==> src/rtl/c1908_bist_ctrl.sv <==
// BIST wrapper for the c1908 benchmark: a 33-bit LFSR drives the CUT inputs and a
// 25-bit MISR compacts the CUT outputs into a signature checked against a golden value.
module c1908_bist_ctrl (
    input  logic        clk,
    input  logic        rst_n,
    input  logic        start,
    input  logic [32:0] seed,
    input  logic [15:0] num_pat,
    input  logic [24:0] golden,
    output logic [32:0] cut_in,
    input  logic [24:0] cut_out,
    output logic        busy,
    output logic        done,
    output logic        pass,
    output logic [24:0] signature
);

    // Handshake: start is a level sampled only in IDLE (ignored otherwise, never
    // queued); done is a one-cycle pulse and pass/signature stay valid after it.
    typedef enum logic [1:0] {
        ST_IDLE = 2'd0,
        ST_LOAD = 2'd1,
        ST_RUN  = 2'd2,
        ST_DONE = 2'd3
    } state_t;

    state_t      state;
    state_t      state_nxt;
    logic [24:0] misr;
    logic [15:0] cnt;
    logic [15:0] num_pat_q;
    logic [32:0] lfsr_nxt;
    logic [24:0] misr_nxt;
    logic        last_pat;

    always_comb begin
        lfsr_nxt = {cut_in[31:0], cut_in[32] ^ cut_in[19]};
        misr_nxt = {misr[23:0], misr[24] ^ misr[21]} ^ cut_out;
        last_pat = (cnt == (num_pat_q - 16'd1));
    end

    always_ff @(posedge clk or negedge rst_n) begin
        if (!rst_n) begin
            state <= ST_IDLE;
        end else begin
            state <= state_nxt;
        end
    end

    always_comb begin
        state_nxt = state;
        busy      = 1'b0;
        done      = 1'b0;
        case (state)
            ST_IDLE: begin
                if (start) state_nxt = ST_LOAD;
            end
            ST_LOAD: begin
                busy      = 1'b1;
                state_nxt = (num_pat != 16'd0) ? ST_RUN : ST_DONE;
            end
            ST_RUN: begin
                busy = 1'b1;
                if (last_pat) state_nxt = ST_DONE;
            end
            ST_DONE: begin
                done      = 1'b1;
                state_nxt = ST_IDLE;
            end
            default: state_nxt = ST_IDLE;
        endcase
    end

    // Datapath: the LFSR state lives directly in cut_in so it holds outside RUN.
    always_ff @(posedge clk or negedge rst_n) begin
        if (!rst_n) begin
            cut_in    <= 33'd0;
            misr      <= 25'd0;
            cnt       <= 16'd0;
            num_pat_q <= 16'd0;
            signature <= 25'd0;
            pass      <= 1'b0;
        end else begin
            case (state)
                ST_LOAD: begin
                    cut_in    <= (seed == 33'd0) ? 33'd1 : seed;
                    misr      <= 25'd0;
                    cnt       <= 16'd0;
                    num_pat_q <= num_pat;
                    signature <= 25'd0;
                    pass      <= 1'b0;
                    if (num_pat == 16'd0) begin
                        pass <= (golden == 25'd0);
                    end
                end
                ST_RUN: begin
                    cut_in <= lfsr_nxt;
                    misr   <= misr_nxt;
                    cnt    <= cnt + 16'd1;
                    if (last_pat) begin
                        signature <= misr_nxt;
                        pass      <= (misr_nxt == golden);
                    end
                end
                default: ;
            endcase
        end
    end

endmodule

==> config.mk <==
export PLATFORM = sky130hd
export DESIGN_NAME = c1908_bist_ctrl
export DESIGN_NICKNAME = d
export VERILOG_FILES = /design/src/rtl/c1908_bist_ctrl.sv
export SDC_FILE = /design/constraint.sdc
export NUM_CORES = 1
export LEC_CHECK = 0
export BUFFER_PORTS_ARGS = -buffer_cell sky130_fd_sc_hd__buf_2
export CAP_MARGIN = 40
export CORE_UTILIZATION = 51
export DETAILED_ROUTE_END_ITERATION = 10
export GPL_TIMING_DRIVEN = 0
export PLACE_DENSITY = 0.77
export SYNTH_ARGS = -nofsm -noshare
export SYNTH_HDL_FRONTEND = slang
export SYNTH_SLANG_ARGS = --single-unit
==> constraint.sdc <==
create_clock -name clk -period 6.06 [get_ports clk]
set_input_delay 0.606 -clock clk [delete_from_list [all_inputs] [get_ports clk]]
set_output_delay 0.606 -clock clk [all_outputs]
set_load 0.02 [all_outputs]
### Word-level counts from Yosys, hierarchy flattened

Cells that the tools add are included.
Widths: inputs -> output; s select.

* register bits: 118
* input port bits: 102

* add/sub/neg operators: 2
* equality and inequality tests: 7
* multiplexer cells: 15
* bitwise logic cells: 3
* reductions and logical operators: 9

Operators by type and width (number)
* $pmux 25 s2: 2
* $pmux 33 s2: 1
* $logic_not 33->1: 1
* $mux 33: 1
* $pmux 16 s2: 1
* $eq 25x25->1: 1
* $logic_not 25->1: 1
* $mux 25: 1
* $xor 25x25->25: 1
* $add 16x1->16 const B: 1
* $eq 16x16->1: 1
* $logic_not 16->1: 1
* $reduce_bool 16->1: 1
* $sub 16x1->16 const B: 1
* $pmux 2 s4: 1
* $mux 1: 5
* $eq 2x2->1 const B: 2
* $mux 2: 2
* $ne 2x2->1 const B: 2
* $reduce_and 2->1: 2
* $eq 2x1->1 const B: 1
* $logic_not 2->1: 1
* $pmux 1 s2: 1
* $reduce_bool 2->1: 1
* 2 further kinds: 3

### Depth between registers and ports, before layout

* depth in word-level cells: 5
* depth in mapped cells: 12
* depth with buffers taken out: 10

### Least setup slack after synthesis

No wires, ideal clock.

* kind: flip-flop to flip-flop
* start: reg num_pat_q[0]
* end: reg state[1]
* setup time: 125 ps
* data arrival time: 2754 ps
* slack: 3181 ps
* cell stages (with the launch flop): 11
* buffers on the path: 1
* period minus slack after synthesis: 2879 ps
* path through: dfrtp_1 inv_1 ha_1 or3b_1 or4_1 a21boi_0 o211ai_1 or4_1 buf_2 a21oi_1 mux2_2

* longest elaborated chain between the ends: 4

Ends and longest elaborated chain
* from (decl): RTL line 31 `logic [15:0] num_pat_q;`
* from (signal assigned): RTL line 89 `num_pat_q <= num_pat;`
* $sub 16x1->16: RTL line 39 `last_pat = (cnt == (num_pat_q - 16'd1));`
* $eq 16x16->1: RTL line 39
* $ne 2x2->1 (no source line)
* $reduce_and 2->1 (no source line)
* to (signal assigned): RTL line 46 `state <= state_nxt;`
* to (decl): RTL line 27 `state_t state;`

No other way between the ends.
A chain may end at the register's enable or synchronous reset.

### Worst setup path after layout

* start: reg num_pat_q[2]
* end: reg state[1]

The elaborated chain is that of the path after synthesis.

==> flow_summary.html <==
<table>
<tr><th>Metric</th><th>Value</th></tr>
<tr><th colspan="2">Floorplan</th></tr>
<tr><td>Die area</td><td>approximately 13000 um2</td></tr>
<tr><td>Initial cell density of the core</td><td>0.522</td></tr>
<tr><td>Floorplan die height</td><td>116 um</td></tr>
<tr><td>Die Width</td><td>116 um</td></tr>
<tr><td>Floorplan core area</td><td>roughly 13000 um2</td></tr>
<tr><td>IO Pins</td><td>163</td></tr>
<tr><td>Number of core rows</td><td>41</td></tr>
<tr><th colspan="2">GRT</th></tr>
<tr><td>Largest net degree at the start of global routing</td><td>61</td></tr>
<tr><td>Global-route wire length before repair</td><td>29600 um</td></tr>
<tr><td>Grt ovf</td><td>0</td></tr>
<tr><td>Vias in the first global route</td><td>5836</td></tr>
<tr><td>Global-route usage over all layers</td><td>0.292</td></tr>
<tr><td>Antenna violations before repair</td><td>0</td></tr>
<tr><th colspan="2">Synth</th></tr>
<tr><td>Async set-or-reset flop fraction in the synthesized netlist</td><td>1.00</td></tr>
<tr><td>Number of enable flip-flop cells after synthesis</td><td>0</td></tr>
<tr><td>Dominant synthesized flop cell</td><td>sky130_fd_sc_hd__dfrtp_1</td></tr>
<tr><td>Synthesized instance count</td><td>695</td></tr>
<tr><td>Synthesized Nets</td><td>803</td></tr>
<tr><td>Synth unique cells</td><td>47</td></tr>
<tr><td>Avg Cell Area, Syn</td><td>9.48 um2</td></tr>
<tr><td>Post-synthesis sequential area ratio</td><td>0.448</td></tr>
<tr><td>Number of flip-flops and latches in the synthesized netlist</td><td>118</td></tr>
<tr><td>Yosys warning total</td><td>0</td></tr>
<tr><td>Synthesized area</td><td>~6600 um2</td></tr>
<tr><th colspan="2">STA</th></tr>
<tr><td>Shortest period the worst path allows</td><td>3.27 ns</td></tr>
<tr><td>Timing-limited maximum frequency</td><td>about 310 MHz</td></tr>
<tr><td>Worst relative slew slack</td><td>0.533</td></tr>
<tr><td>Count of endpoints failing setup in the final report</td><td>0</td></tr>
<tr><td>RSZ-0062 raised after global routing</td><td>no</td></tr>
<tr><td>Worst path setup slack after routing</td><td>2.79 ns</td></tr>
<tr><td>Largest clock skew in the final design</td><td>~0.0068 ns</td></tr>
<tr><td>Final number of hold-violating endpoints</td><td>0</td></tr>
<tr><td>Part of the cycle the worst path needs</td><td>0.540</td></tr>
<tr><td>Final setup TNS</td><td>0 ns</td></tr>
<tr><td>Slew at the pin closest to its max-slew limit</td><td>0.698 ns</td></tr>
<tr><td>Number of pins with negative max-slew slack in the final report</td><td>0</td></tr>
<tr><th colspan="2">Worst hold path</th></tr>
<tr><td>Path type of the worst min-delay path</td><td>in2async</td></tr>
<tr><th colspan="2">Detailed routing</th></tr>
<tr><td>Post-detailed-route wirelength per cell</td><td>approximately 17 um</td></tr>
<tr><td>1st-pass router iterations</td><td>5</td></tr>
<tr><td>DRC errors left</td><td>0</td></tr>
<tr><td>Antenna Violating Nets Remaining</td><td>0</td></tr>
<tr><td>Drt total wl</td><td>18100 um</td></tr>
<tr><td>Initial DRC count</td><td>~380</td></tr>
<tr><td>Detail-routed via count per cell</td><td>5.57</td></tr>
<tr><td>Total number of vias</td><td>5920</td></tr>
<tr><th colspan="2">Layout</th></tr>
<tr><td>Post-layout net count</td><td>985</td></tr>
<tr><td>Antenna fix cells</td><td>0</td></tr>
<tr><td>Layout Cell Area excl Fill</td><td>8270 um2</td></tr>
<tr><td>Most frequent cells in the layout</td><td>sky130_fd_sc_hd__buf_2, sky130_fd_sc_hd__dfrtp_1, sky130_fd_sc_hd__nand2_1</td></tr>
<tr><td>Share of final-layout standard cells stronger than drive strength 1</td><td>0.271</td></tr>
<tr><td>Filler cell count in the final layout</td><td>1084</td></tr>
<tr><td>Area grow syn2layout</td><td>25.5%</td></tr>
<tr><td>Final Util</td><td>0.655</td></tr>
<tr><td>Most frequent standard cell in the layout excluding fill and tap cells</td><td>sky130_fd_sc_hd__buf_2</td></tr>
<tr><th colspan="2">Clock network</th></tr>
<tr><td>Post-CTS Hold Buffers</td><td>0</td></tr>
<tr><td>Clock buffer count from CTS</td><td>17</td></tr>
<tr><td>Post-CTS Setup Bufs</td><td>0</td></tr>
<tr><td>CTS clock-pin slew for the worst setup and hold paths</td><td>0.05 ns</td></tr>
<tr><td>Clock Root Buffer</td><td>sky130_fd_sc_hd__clkbuf_16</td></tr>
<tr><td>TritonCTS clock tree</td><td>built</td></tr>
<tr><td>Source-to-sink clock delay at the later pin of the worst-skew pair</td><td>0.42 ns</td></tr>
<tr><td>Worst-case clock buffer depth</td><td>2</td></tr>
<tr><td>H-tree level count</td><td>4</td></tr>
<tr><td>Clock sink count</td><td>118</td></tr>
<tr><td>Quantity of gates resized following cts</td><td>0</td></tr>
<tr><th colspan="2">Worst setup path</th></tr>
<tr><td>Worst setup path class</td><td>reg2reg</td></tr>
<tr><td>Setup slack of the worst register-to-register path</td><td>2.79 ns</td></tr>
<tr><td>Critical path peak fanout</td><td>9</td></tr>
<tr><td>Delay of the slowest cell on the worst path</td><td>approximately 0.47 ns</td></tr>
<tr><td>Startpoint type of the worst setup path</td><td>flip-flop</td></tr>
<tr><td>WP data arrival</td><td>3.57 ns</td></tr>
<tr><td>CP Data Required Time</td><td>about 6.4 ns</td></tr>
<tr><td>Worst r2r path cells</td><td>11</td></tr>
<tr><td>Slowest stage cell, crit path</td><td>sky130_fd_sc_hd__or4_1</td></tr>
<tr><td>Launching element of the worst setup path</td><td>num_pat_q[2]$_DFFE_PN0P_</td></tr>
<tr><td>Destination of the critical timing path</td><td>state[1]$_DFFE_PN0P_</td></tr>
<tr><td>R2r endpoint</td><td>state[1]$_DFFE_PN0P_</td></tr>
<tr><td>Endpoint type of the worst setup path</td><td>flip-flop</td></tr>
<tr><td>Worst flop-to-flop path startpoint</td><td>num_pat_q[2]$_DFFE_PN0P_</td></tr>
<tr><td>Chain of cells forming the critical path</td><td>buf_6, or4_1, buf_2, nor3_2, xnor2_1, a2111oi_0, o211ai_1, or4_1, buf_2, a21oi_1, mux2_2</td></tr>
<tr><th colspan="2">Status</th></tr>
<tr><td>Outcome</td><td>completed</td></tr>
<tr><th colspan="2">Power and ir drop</th></tr>
<tr><td>LEAKAGE</td><td>3.71 nW</td></tr>
<tr><td>Switching component of the power</td><td>1.80 mW</td></tr>
<tr><td>Power after layout</td><td>4.20 mW</td></tr>
<tr><td>Total power per unit cell area</td><td>508 nW/um2</td></tr>
<tr><td>Cell-internal power</td><td>2.40 mW</td></tr>
<tr><td>Peak supply drop</td><td>0.000397 V</td></tr>
<tr><td>Sequential power share</td><td>0.295</td></tr>
<tr><td>Proportion of power drawn by the clock network</td><td>0.253</td></tr>
<tr><td>Sw frac</td><td>0.428</td></tr>
<tr><td>Combinational cell fraction of total power</td><td>0.452</td></tr>
<tr><th colspan="2">Placed design</th></tr>
<tr><td>Count of buffers from port buffering</td><td>approximately 160</td></tr>
<tr><td>Gp weighted congestion</td><td>0.934</td></tr>
<tr><td>Dpl ws</td><td>2.86 ns</td></tr>
<tr><td>Post-DP Area</td><td>approximately 7600 um2</td></tr>
<tr><td>Estimated wirelength of the detail-placed design</td><td>13400 um</td></tr>
<tr><th colspan="2">Flow run</th></tr>
<tr><td>Max Cap Viol</td><td>0</td></tr>
</table>
worst min-delay path by stage:
stage	startpoint	to	slack (ns)
floorplan	rst_n	cnt[0]$_DFFE_PN0P_	0.31
global placement	signature[0]$_DFFE_PN0P_	signature[0]$_DFFE_PN0P_	0.49
detailed placement	signature[9]$_DFFE_PN0P_	signature[9]$_DFFE_PN0P_	0.50
CTS	rst_n	num_pat_q[9]$_DFFE_PN0P_	0.18
global route	rst_n	num_pat_q[4]$_DFFE_PN0P_	0.20
finish	rst_n	num_pat_q[7]$_DFFE_PN0P_	0.15
cell type report:
class                      count  area, um2  area share
buffer                        40        185      0.0224
clock buffer                  24        472      0.0571
clock inverter                 8        146      0.0177
inverter                      36        135      0.0163
multi-input combinational    501       3320       0.401
sequential                   118       2950       0.357
tap                          172        215      0.0260
timing repair buffer         163        845       0.102
flip-flops by register name, indices dropped and copies added, names as in the netlist:
signal,cells
pass,1
num_pat_q,16
signature,25
state,2
cnt,16
cut_in,33
misr,25
power groups by stage:
stage	logic, mW	registers (mW)	clock network, mW
4_1_cts	1.90	1.24	1.07
2_1_floorplan	1.20	1.33	0
3_5_place_dp	1.88	1.24	0
5_1_grt	2.09	1.27	1.11
3_3_place_gp	1.84	1.24	0
6_report	1.90	1.24	1.06
routing by layer:
metal | up-vias | GRT usage | wire length, um
met3 | 36 | 0.0764 | 1130
li1 | 2789 | - | -
met2 | 213 | 0.472 | 8730
met5 | - | 0 | 0
met1 | 2882 | 0.378 | 7830
met4 | 0 | 0.109 | 446
per-stage QoR:
step / hold slack [ns] / instances
after global routing: 0.197 / 1062
after detailed placement: 0.499 / 1030
final: 0.152 / 1062
after floorplan: 0.310 / 695
after CTS: 0.180 / 1062
after global placement: 0.490 / 1029
Yosys cell counts, types with 2 or more instances:
cell                       number  area (um2)
sky130_fd_sc_hd__nor3b_1        3        22.5
sky130_fd_sc_hd__o211ai_2      20         250
sky130_fd_sc_hd__o21a_1         2        15.0
sky130_fd_sc_hd__clkbuf_1      26        97.6
sky130_fd_sc_hd__and3_1         4        25.0
sky130_fd_sc_hd__nor2b_1        3        18.8
sky130_fd_sc_hd__or4_1          5        37.5
sky130_fd_sc_hd__o22ai_1        5        31.3
sky130_fd_sc_hd__or3_1          7        43.8
sky130_fd_sc_hd__buf_6          4        45.0
sky130_fd_sc_hd__mux2i_1       35         350
sky130_fd_sc_hd__ha_1           6        75.1
sky130_fd_sc_hd__buf_1          6        22.5
sky130_fd_sc_hd__a21oi_1       42         210
sky130_fd_sc_hd__xor2_1        46         403
sky130_fd_sc_hd__a22oi_1        2        15.0
sky130_fd_sc_hd__nor3_1         8        40.0
sky130_fd_sc_hd__nand2_1       64         240
sky130_fd_sc_hd__or2_2          3        18.8
sky130_fd_sc_hd__dfrtp_1      118        2950
sky130_fd_sc_hd__mux2_2        15         169
sky130_fd_sc_hd__nor4_1        24         150
sky130_fd_sc_hd__o21ai_0       34         170
sky130_fd_sc_hd__inv_1         36         135
sky130_fd_sc_hd__nand3_1       60         300
sky130_fd_sc_hd__xnor2_1       34         298
sky130_fd_sc_hd__o211ai_1       3        22.5
sky130_fd_sc_hd__a211oi_1       3        22.5
sky130_fd_sc_hd__nor2_1        50         188
sky130_fd_sc_hd__buf_2          4        20.0
sky130_fd_sc_hd__nand4_1        7        43.8
worst max-delay path: cells and delay by family (launching register included):
kind	cells	cell delay [ns]
and+or+nand+nor	3	1.09
xor gates and xnor gates	1	0.10
muxes	1	0.35
DFF	1	0.37
buffers and inverters	3	0.52
AOI/OAI and AO/OA	3	0.71
logic make-up after synthesis:
logic type / Yosys count / share of synthesized area
AND/OR/NAND/NOR: 246 / 0.185
AO/OA/AOI/OAI: 119 / 0.122
flip-flops: 118 / 0.448
XOR/XNOR: 80 / 0.106
buffers and inverters: 76 / 0.0486
multiplexers: 50 / 0.0788
adder cells (fa/ha/maj): 6 / 0.0114
No activity file was read; power rests on OpenSTA's default activity.
